==> config.mk <==
export PLATFORM = sky130hd
export DESIGN_NAME = sfu_commit_arbiter
export DESIGN_NICKNAME = d
export VERILOG_FILES = /design/src/rtl/sfu_commit_arbiter.sv
export SDC_FILE = /design/constraint.sdc
export NUM_CORES = 1
export LEC_CHECK = 0
export ABC_AREA = 0
export ABC_CLOCK_PERIOD_IN_PS = 9490
export CAP_MARGIN = 10
export CORE_MARGIN = 5
export CORE_UTILIZATION = 33
export CTS_CLUSTER_DIAMETER = 40
export DETAILED_ROUTE_END_ITERATION = 8
export PLACE_DENSITY = 0.74
export SLEW_MARGIN = 5
export SYNTH_ARGS = -nofsm -noshare
export SYNTH_HDL_FRONTEND = slang
export SYNTH_SLANG_ARGS = --single-unit
==> constraint.sdc <==
create_clock -name clk -period 9.49 [get_ports clk]
set_input_delay 1.898 -clock clk [delete_from_list [all_inputs] [get_ports clk]]
set_output_delay 1.898 -clock clk [all_outputs]
set_load 0.05 [all_outputs]
==> src/rtl/sfu_commit_arbiter.sv <==
// rtl/sfu_commit_arbiter.sv - packet-aware round-robin merge of SFU commit responses into one stream
// Multi-beat packets keep the grant until eop; a 2-entry buffer decouples ready_in from ready_out.
module sfu_commit_arbiter #(
    parameter int NUM_INPUTS = 6,
    parameter int DATAW      = 64,
    parameter int SEL_W      = (NUM_INPUTS > 1) ? $clog2(NUM_INPUTS) : 1
) (
    input  logic                        clk,
    input  logic                        reset,
    input  logic [NUM_INPUTS-1:0]       valid_in,
    output logic [NUM_INPUTS-1:0]       ready_in,
    input  logic [NUM_INPUTS*DATAW-1:0] data_in,
    input  logic [NUM_INPUTS-1:0]       eop_in,
    output logic                        valid_out,
    input  logic                        ready_out,
    output logic [DATAW-1:0]            data_out,
    output logic                        eop_out,
    output logic [SEL_W-1:0]            sel_out,
    output logic                        busy
);

    logic [SEL_W-1:0] rr_ptr_q;
    logic             locked_q;
    logic [SEL_W-1:0] lock_idx_q;
    logic [1:0]       count_q, count_d;
    logic [DATAW-1:0] head_data_q, tail_data_q;
    logic             head_eop_q, tail_eop_q;
    logic [SEL_W-1:0] head_sel_q, tail_sel_q;

    logic             space;
    logic             cand_valid;
    logic [SEL_W-1:0] cand;
    logic [SEL_W-1:0] scan_sel;
    logic [SEL_W-1:0] next_ptr;
    logic             push, pop;
    logic [DATAW-1:0] push_data;
    logic             push_eop;
    int               idx;

    // Space depends on registered occupancy only, so ready_out never reaches ready_in.
    assign space = (count_q != 2'd2);

    always_comb begin
        cand_valid = 1'b0;
        cand       = '0;
        idx        = 0;
        scan_sel   = '0;
        if (locked_q) begin
            cand       = lock_idx_q;
            cand_valid = valid_in[lock_idx_q];
        end else begin
            // Descending scan so the lowest offset from rr_ptr is the final winner.
            for (int k = NUM_INPUTS - 1; k >= 0; k--) begin
                idx = int'(rr_ptr_q) + k;
                if (idx >= NUM_INPUTS) idx = idx - NUM_INPUTS;
                scan_sel = SEL_W'(idx);
                if (valid_in[scan_sel]) begin
                    cand_valid = 1'b1;
                    cand       = scan_sel;
                end
            end
        end
    end

    assign push      = reset && space && cand_valid;
    assign pop       = valid_out && ready_out;
    assign push_data = data_in[int'(cand)*DATAW +: DATAW];
    assign push_eop  = eop_in[cand];
    assign next_ptr  = (cand == SEL_W'(NUM_INPUTS - 1)) ? '0 : cand + SEL_W'(1);

    always_comb begin
        ready_in = '0;
        for (int i = 0; i < NUM_INPUTS; i++) begin
            if (push && cand == SEL_W'(i)) ready_in[i] = 1'b1;
        end
    end

    always_comb begin
        count_d = count_q;
        if (push && !pop)      count_d = count_q + 2'd1;
        else if (!push && pop) count_d = count_q - 2'd1;
    end

    always_ff @(posedge clk or negedge reset) begin
        if (!reset) begin
            rr_ptr_q    <= '0;
            locked_q    <= 1'b0;
            lock_idx_q  <= '0;
            count_q     <= 2'd0;
            head_data_q <= '0;
            head_eop_q  <= 1'b0;
            head_sel_q  <= '0;
            tail_data_q <= '0;
            tail_eop_q  <= 1'b0;
            tail_sel_q  <= '0;
        end else begin
            count_q <= count_d;
            if (push) begin
                locked_q   <= !push_eop;
                lock_idx_q <= cand;
                if (push_eop) rr_ptr_q <= next_ptr;
            end
            // Head always holds the oldest beat; a simultaneous push lands behind it.
            if (push && !pop) begin
                if (count_q == 2'd0) begin
                    head_data_q <= push_data;
                    head_eop_q  <= push_eop;
                    head_sel_q  <= cand;
                end else begin
                    tail_data_q <= push_data;
                    tail_eop_q  <= push_eop;
                    tail_sel_q  <= cand;
                end
            end else if (!push && pop) begin
                head_data_q <= tail_data_q;
                head_eop_q  <= tail_eop_q;
                head_sel_q  <= tail_sel_q;
            end else if (push && pop) begin
                if (count_q == 2'd1) begin
                    head_data_q <= push_data;
                    head_eop_q  <= push_eop;
                    head_sel_q  <= cand;
                end else begin
                    head_data_q <= tail_data_q;
                    head_eop_q  <= tail_eop_q;
                    head_sel_q  <= tail_sel_q;
                    tail_data_q <= push_data;
                    tail_eop_q  <= push_eop;
                    tail_sel_q  <= cand;
                end
            end
        end
    end

    assign valid_out = (count_q != 2'd0);
    assign data_out  = head_data_q;
    assign eop_out   = head_eop_q;
    assign sel_out   = head_sel_q;
    assign busy      = (count_q != 2'd0) || locked_q;

endmodule

; Yosys cells after proc, flatten, opt, wreduce, memory -nomap -nowiden
; Index checks and enable logic that the tools add are counted.
[op_classes]
addsub = 14
mul = 0
div_mod_pow = 0
magnitude_cmp = 14
n_eq_ne = 11
n_shift = 1
muxes = 81
bitwise = 0
reduce_logical = 25
[ops]
columns = operator, n
row1 = $mux 64, 10
row2 = $shiftx 384x10->64, 1
row3 = $mux 3, 30
row4 = $lt 3x4->1 const B, 8
row5 = $mux 1, 31
row6 = $bmux 1 s3, 8
row7 = $ge 4x3->1 const B, 5
row8 = $sub 3x3->3 const B, 6
row9 = $logic_and 1x1->1, 12
row10 = $add 3x2->4 const B, 2
row11 = $add 3x3->4 const B, 2
row12 = $ne 2x2->1 const B, 4
row13 = $eq 3x2->1 const B, 2
row14 = $eq 3x3->1 const B, 2
row15 = $reduce_bool 2->1, 3
row16 = $add 3x1->4 const B, 1
row17 = $mux 2, 2
row18 = $reduce_and 2->1, 2
row19 = $reduce_and 4->1, 1
row20 = $add 3x1->3 const B, 1
row21 = $eq 3x1->1 const B, 1
row22 = $ge 3x3->1 const B, 1
row23 = $logic_not 1->1, 3
row24 = $logic_not 3->1, 1
row25 = other kinds (7), 7
[word_totals]
reg_bits = 145
latchBits = 0
mem_bits_rw = 0
rom_bits = 0
input_bits = 399
out_inout_bits = 76
word_cells = 156
n_memories = 0

; Logic depth before layout (Yosys ltp)
; Gate-level depths: netlist of run 1.
[depth]
word_depth = 19
ltp_mapped = 17
depth_no_buf = 15

; Worst setup path before layout of run 1
; Ideal clock, no wire load.
[synth_path]
kind = in2out
startpoint = in valid_in[3]
endpoint = out ready_in[4]
t_arrival_ns = 4.356
t_required_ns = 7.592
setup_slack_ns = 3.236
stages = 9
n_path_buf = 2
path_cell_list = mux2_2 -> a31o_2 -> or2_2 -> a22o_1 -> a211oi_4 -> buf_6 -> buf_2 -> inv_1 -> nor2_1
[synth_between]
elab_chain_cells = 12
word_cells_on_any_way = 32
classes_between = 1 x eq/ne / 29 x mux / 2 x reduce/logical
[synth_lines]
columns = element, line
row1 = start: declaration, 10  ; input logic [NUM_INPUTS-1:0] valid_in,
row2 = $bmux 1 s3, 57  ; if (valid_in[scan_sel]) begin
row3 = $mux 1 (implied by the code), 57
row4 = $mux 3 or $mux 1 (tied branches) (6 in series), 57
row5 = $mux 3 or $mux 1 (tied branches), 48  ; if (locked_q) begin
row6 = $eq 3x3->1 or $logic_and 1x1->1 (tied branches), "74, 65"
row7 = $logic_and 1x1->1 *, 74  ; if (push && cand == SEL_W'(i)) ready_in[i] = 1'b1;
row8 = $mux 1 *, 74
row9 = end: declaration, 11  ; output logic [NUM_INPUTS-1:0] ready_in,
; Mark *: on every way between the ends. The rest lies on a longest branch, timed or not. The select of a mux whose other input is x is not followed.

; Final worst setup path of run 1
[layout_path]
startpoint = in valid_in[2]
endpoint = out ready_in[3]
[layout_between]
elab_chain_cells = 12
word_cells_on_any_way = 32
classes_between = 1 x eq/ne / 29 x mux / 2 x reduce/logical
[layout_lines]
columns = element, line
row1 = $bmux 1 s3, 57
row2 = $mux 1 (implied by the code), 57
row3 = $mux 3 or $mux 1 (tied branches) (6 in series), 57
row4 = $mux 3 or $mux 1 (tied branches), 48
row5 = $eq 3x2->1 or $logic_and 1x1->1 (tied branches), "74, 65"
row6 = $logic_and 1x1->1 *, 74
row7 = $mux 1 *, 74
; Marked as above.

==> results of run 1 <==
[per-stage QoR]
stage | util | cells
floorplan | - | 952
global route | 0.507 | 1830
detailed placement | 0.486 | 1799
CTS | 0.507 | 1830
finish | 0.507 | 1830
global placement | 0.486 | 1799
[area by class of cell]
| cell class | count | area, µm² |
|---|---|---|
| Fill cell | 2906 | 15900 |
| Multi-Input combinational cell | 708 | 6590 |
| Clock inverter | 13 | 258 |
| Clock buffer | 18 | 429 |
| Inverter | 14 | 52.6 |
| Timing Repair Buffer | 490 | 4870 |
| Tap cell | 442 | 553 |
| Sequential cell | 145 | 3630 |
[power by group through the flow]
| stage | Clock [µW] | Combinational (µW) | Sequential (µW) |
|---|---|---|---|
| floorplan | 0 | 4070 | 1610 |
| global placement | 0 | 5740 | 1140 |
| detailed placement | 0 | 5820 | 1160 |
| CTS | 811 | 5830 | 1150 |
| global route | 837 | 6210 | 1190 |
| finish | 790 | 5790 | 1150 |
[per-layer routing]
layer | vias up | wire length (µm) | GRT usage
met1 | 4650 | 14600 | 0.234
met2 | 294 | 18700 | 0.340
met4 | 2 | 554 | 0.0412
met5 | - | 11 | 0
met3 | 32 | 2240 | 0.0475
li1 | 4497 | - | -
[cells in the mapped netlist, types with 3 or more instances]
library cell and n:
o21ai_1 8, and2_1 5, mux2_1 5, mux2_4 41
xnor2_1 7, inv_1 14, clkbuf_1 33, a21oi_1 9
nor2_1 25, mux2_2 81, mux2i_1 149, o21ai_0 20
nor3_1 13, a31oi_1 3, o221a_2 20, o22ai_1 4
o221ai_2 60, nand2_1 87, buf_6 10, or3_1 67
buf_2 22, o21a_1 3, clkbuf_4 7, buf_4 13
nor2b_1 4, o221a_1 41, dfrtp_1 145, nand2b_1 3
ha_1 14
[sequential cells by signal, summed over array words and instances (netlist names)]
name	count
tail_sel_q	3
tail_eop_q	1
sel_out	3
count_q	2
tail_data_q	64
data_out	64
eop_out	1
lock_idx_q	3
rr_ptr_q	3
locked_q	1
[cell families after synthesis]
kind of cell,synth area share
AO/OA/AOI/OAI,0.194
AND/OR/NAND/NOR,0.0995
multiplexers,0.291
buffers and inverters,0.0513
adder cells (fa/ha/maj),0.0164
flip-flops,0.339
XOR/XNOR,0.00888
[critical path: stages]
cell,delay (ns)
clkdlybuf4s50_1,0.49
mux2i_1,0.46
mux2i_1,0.17
a211oi_2,0.31
and2_1,0.23
o211ai_1,0.11
o211a_1,0.35
or2_2,0.37
nor2_1,0.13
ha_1,0.14
and2_1,0.12
clkdlybuf4s50_1,0.81
[worst max-delay path by stage]
stage / from / end / slack (ns) / cells past startpoint
floorplan: valid_in[3] / ready_in[4] / 3.24 / 9
global placement: valid_in[2] / ready_in[3] / 2.08 / 12
detailed placement: valid_in[2] / ready_in[3] / 2.03 / 12
CTS: valid_in[2] / ready_in[3] / 2.04 / 12
global route: valid_in[2] / ready_in[3] / 1.86 / 12
finish: valid_in[2] / ready_in[3] / 2.00 / 12
[layout by cell type, fill, tap and decap left out, types with 3 or more instances in the layout]
cell | Yosys | final
o21a_1 | 3 | 3
mux2_1 | 5 | 5
a21oi_1 | 9 | 8
xnor2_1 | 7 | 7
nand2b_1 | 3 | 3
mux2_2 | 81 | 81
o21ai_1 | 8 | 7
o21ai_0 | 20 | 20
nand2_1 | 87 | 85
bufinv_16 | 0 | 7
buf_4 | 13 | 16
ha_1 | 14 | 14
mux2i_1 | 149 | 149
and2_1 | 5 | 5
clkdlybuf4s50_1 | 0 | 473
or3_1 | 67 | 67
o221a_1 | 41 | 41
dfrtp_1 | 145 | 145
o221ai_2 | 60 | 60
a31oi_1 | 3 | 3
nor2b_1 | 4 | 4
mux2_4 | 41 | 41
nor2_1 | 25 | 25
inv_1 | 14 | 14
o22ai_1 | 4 | 3
o221a_2 | 20 | 20
nor3_1 | 13 | 13
clkbuf_16 | 0 | 17
==> impl_metrics.tcl, run 1 <==
set metrics [dict create \
    grt_pass1_vias 9865 \
    synth_cell_types 60 \
    globalRouteOverflowTotal 0 \
    holdCritPathClass "reg2reg" \
    syn-cell-area_mm2 0.0107 \
    period_minus_slack_ns 7.49 \
    synth_nets 1365 \
    min_path_cells 2 \
    clkPwrFrac 0.102 \
    grt_pass1_wl_um 55800 \
    die_h_um 190 \
    worstSkewPairLatency_ns 0.41 \
    routabilityCongestion 0.845 \
    htreeDepth 4 \
    r2r_end "tail_data_q[45]$_DFFE_PN0P_" \
    core_area_mm2 0.0323 \
    holdCritStartpoint "tail_data_q[60]$_DFFE_PN0P_" \
    vias 9475 \
    rsz0062_at_grt "no" \
    final.setup_skew_ns 0.00977 \
    initialDrtViolationCount 435 \
    die_w_um 190 \
    syn2layout_area_growth_pct 53.0 \
    cts_made_buffers 17 \
    tightest_slew_ns 1.09 \
    end_kind "primary output" \
    yosys_warnings 0 \
    cell_internal_pwr_uw 4000 \
    cts_root_buf "clkbuf_16" \
    syn-instance-count 952 \
    place_hpwl_um 27800 \
    power.total_uw 7720 \
    syn_area_per_cell_um2 11.2 \
    drc 0 \
    status "complete, no violations" \
    cts_hold_buf 0 \
    antenna_found_initial 1 \
    hold_viol 0 \
    cp-start-kind "input pin" \
    post_cts_buffers 0 \
    r2r_cells 15 \
    wirelength_um 36200 \
    cts.sinks 145 \
    synth_edf_count 0 \
    rrSetupSlack_ns 3.03 \
    path_clk_slew_ns 0.06 \
    wire_per_inst_um 19.8 \
    synthArstFlopShare 1.00 \
    start_util 0.332 \
    placement.cell_area_mm2 0.0157 \
    finalNetCount 1789 \
    p_switching_uw 3720 \
    setup_tns_ns 0 \
    worstReg2RegStart "rr_ptr_q[0]$_DFFE_PN0P_" \
    yosysTopAreaCell "dfrtp_1" \
    setup_viol 0 \
    synth_seq_cells 145 \
    seq_area_frac_synth 0.339 \
    io-pin-count 475 \
    cts_repair_resize_count 0 \
    pre_cts_ws_ns 2.03 \
    critPathRequiredTime_ns 7.59 \
    cts_tree "done" \
    io_buffers 474 \
    cap_violations 0 \
    crit_arrival_ns 5.59 \
    p_comb_frac 0.749 \
    drive_gt1_frac 0.194 \
    viasPerCell 5.18 \
    track_usage 0.191 \
    design_area_mm2 0.0164 \
    antenna_cells 0 \
    hold_ws_ns 0.482 \
    fin_ws_ns 2.00 \
    min_to "tail_data_q[60]$_DFFE_PN0P_" \
    die_area_mm2 0.0361 \
    synth.top_cell.area_share 0.339 \
    grt_max_degree 76 \
    rows 66 \
    clock_path_buffers 2 \
    relSlewSlack 0.276 \
    power_density_mw_per_mm2 472 \
    ir_drop_mv 0.393 \
    crit_fanout 6 \
    path_class "in2out" \
    final_max_slew_viol_count 0 \
    timing.final.crit_share 0.789 \
    synth_area_leaders "dfrtp_1 (34%), mux2i_1 (14%), mux2_2 (8.5%)" \
    synth_ff_type "dfrtp_1" \
    seqPwrFrac 0.149 \
    switching_share 0.482 \
    antenna_left 0 \
    total_leakage_power_uw 0.00660 \
    fmax_mhz 133 \
    drt-pass1-iter-count 5 \
]
(Power assumes the default switching activity.)
==> run 2, diff against run 1 <==
--- a/config.mk
+++ b/config.mk
@@ -6,13 +6,13 @@
 export NUM_CORES = 1
 export LEC_CHECK = 0
 export ABC_AREA = 0
-export ABC_CLOCK_PERIOD_IN_PS = 9490
+export ABC_CLOCK_PERIOD_IN_PS = 6500
 export CAP_MARGIN = 10
 export CORE_MARGIN = 5
 export CORE_UTILIZATION = 33
 export CTS_CLUSTER_DIAMETER = 40
 export DETAILED_ROUTE_END_ITERATION = 8
-export PLACE_DENSITY = 0.74
+export PLACE_DENSITY = 0.76
 export SLEW_MARGIN = 5
 export SYNTH_ARGS = -nofsm -noshare
 export SYNTH_HDL_FRONTEND = slang
==> constraint.sdc (replaced) <==
create_clock -name clk -period 6.5 [get_ports clk]
set_input_delay 1.3 -clock clk [delete_from_list [all_inputs] [get_ports clk]]
set_output_delay 1.3 -clock clk [all_outputs]
set_load 0.05 [all_outputs]
==> run 2 against run 1 <==
Sequential share of layout area about the same. Power increased by 46%. Clock skew increased by 0.0060 ns. Clock power increased by 29%. Die area unchanged. Global-route usage about the same. Worst setup slack got worse by 1.3 ns. Flip-flop and latch count unchanged. Final area about the same. Wire length decreased by 0.29%. Count of clock-buffer cells in the layout increased by 1. Largest power group unchanged.
==> impl_metrics.tcl, run 2 (synthesized netlist as in run 1, its figures left out) <==
set metrics [dict create \
    end_kind "primary output" \
    wirelength_um 36100 \
    rrSetupSlack_ns 1.21 \
    drc 0 \
    place_hpwl_um 28400 \
    placement.cell_area_mm2 0.0158 \
    grt_max_degree 101 \
    htreeDepth 4 \
    cts_made_buffers 17 \
    min_to "tail_eop_q$_DFFE_PN0P_" \
    cts.sinks 145 \
    track_usage 0.191 \
    syn2layout_area_growth_pct 53.1 \
    total_leakage_power_uw 0.00661 \
    cts_hold_buf 0 \
    path_class "reg2out" \
    finalNetCount 1789 \
    rsz0062_at_grt "no" \
    post_cts_buffers 0 \
    grt_pass1_vias 9956 \
    r2r_cells 16 \
    ir_drop_mv 1.14 \
    period_minus_slack_ns 5.82 \
    r2r_end "data_out[8]$_DFFE_PN0P_" \
    antenna_found_initial 0 \
    globalRouteOverflowTotal 0 \
    cp-start-kind "flip-flop" \
    vias 9414 \
    die_area_mm2 0.0361 \
    relSlewSlack 0.296 \
    rows 66 \
    setup_tns_ns 0 \
    min_path_cells 2 \
    path_clk_slew_ns 0.06 \
    cts_tree "done" \
    worstSkewPairLatency_ns 0.42 \
    setup_viol 0 \
    antenna_cells 0 \
    start_util 0.332 \
    routabilityCongestion 0.836 \
    design_area_mm2 0.0164 \
    drive_gt1_frac 0.198 \
    timing.final.crit_share 0.895 \
    grt_pass1_wl_um 55600 \
    final_max_slew_viol_count 0 \
    crit_fanout 18 \
    cts_root_buf "clkbuf_16" \
    clock_path_buffers 2 \
    crit_start "rr_ptr_q[0]$_DFFE_PN0P_" \
    cap_violations 0 \
    wire_per_inst_um 19.7 \
    worstReg2RegStart "rr_ptr_q[0]$_DFFE_PN0P_" \
    initialDrtViolationCount 437 \
    holdCritPathClass "reg2reg" \
    nFillCells 2860 \
    die_w_um 190 \
    final_common_cell "clkdlybuf4s50_1" \
    critPathRequiredTime_ns 5.20 \
    cts_repair_resize_count 0 \
    holdCritStartpoint "tail_eop_q$_DFFE_PN0P_" \
    layout_common_cells "clkdlybuf4s50_1 (467), mux2i_1 (149), dfrtp_1 (145)" \
    drt-pass1-iter-count 4 \
    hold_viol 0 \
    final.setup_skew_ns 0.0158 \
    antenna_left 0 \
    io_buffers 474 \
    crit_arrival_ns 4.52 \
    status "complete, no violations" \
    power_density_mw_per_mm2 686 \
    viasPerCell 5.14 \
    fmax_mhz 172 \
    die_h_um 190 \
    io-pin-count 475 \
    tightest_slew_ns 1.06 \
    core_area_mm2 0.0323 \
]
[run 2: changes by cell type in the layout (fill, tap and decap cells not counted)]
cell / delta
clkbuf_1: +1
clkinv_4: +1
bufinv_16: -4
inv_6: +3
clkdlybuf4s50_1: -6
buf_12: +9
buf_4: -3
[run 2: worst max path at each step]
| stage | end | slack [ns] |
|---|---|---|
| global route | ready_in[3] | 0.34 |
| global placement | ready_in[3] | 0.89 |
| finish | ready_in[0] | 0.68 |
| CTS | ready_in[3] | 0.67 |
| floorplan | ready_in[4] | 1.44 |
| detailed placement | ready_in[3] | 0.82 |
[run 2: worst max-delay path, cell delays in order, from the launching register on]
cell	delay, ns
dfrtp_1	0.87
inv_1	0.26
ha_1	0.63
inv_1	0.17
or3_1	0.37
a21oi_1	0.24
nor3_1	0.13
a41oi_1	0.21
buf_4	0.25
inv_1	0.14
nor3_1	0.30
nand2_1	0.13
nor2_1	0.22
buf_12	0.17
[run 2: where the power goes]
group / total, µW / switching (µW) / leakage [µW] / internal (µW)
registers: 1680 / 285 / 0.00173 / 1400
clock network: 1020 / 406 / 0.000293 / 612
logic: 8550 / 4770 / 0.00459 / 3780
[run 2: area by class of cell]
type	count	area, µm²	area share
multi-input cells	708	6590	0.402
repair buffers	490	4960	0.303
flip-flops and latches	145	3630	0.221
well taps	442	553	0.0337
clock buffers	19	433	0.0264
clock inverters	13	173	0.0105
inverters	14	52.6	0.00321
[run 2: through the flow]
stage / hold WS [ns] / setup slack [ns] / total power, µW / instances / utilization
finish: 0.481 / 0.684 / 11300 / 1831 / 0.508
global route: 0.511 / 0.345 / 12000 / 1831 / 0.508
global placement: 0.457 / 0.890 / 10200 / 1799 / 0.489
detailed placement: 0.473 / 0.819 / 10300 / 1799 / 0.489
CTS: 0.488 / 0.667 / 11400 / 1831 / 0.508
floorplan: 0.443 / 1.44 / 8310 / 952 / -
[run 2: layer usage]
layer	up-vias	wire [µm]	global-route usage
met5	-	0	0
met4	0	653	0.0462
met3	36	2140	0.0495
met2	302	18400	0.337
met1	4575	14900	0.234
li1	4501	-	-
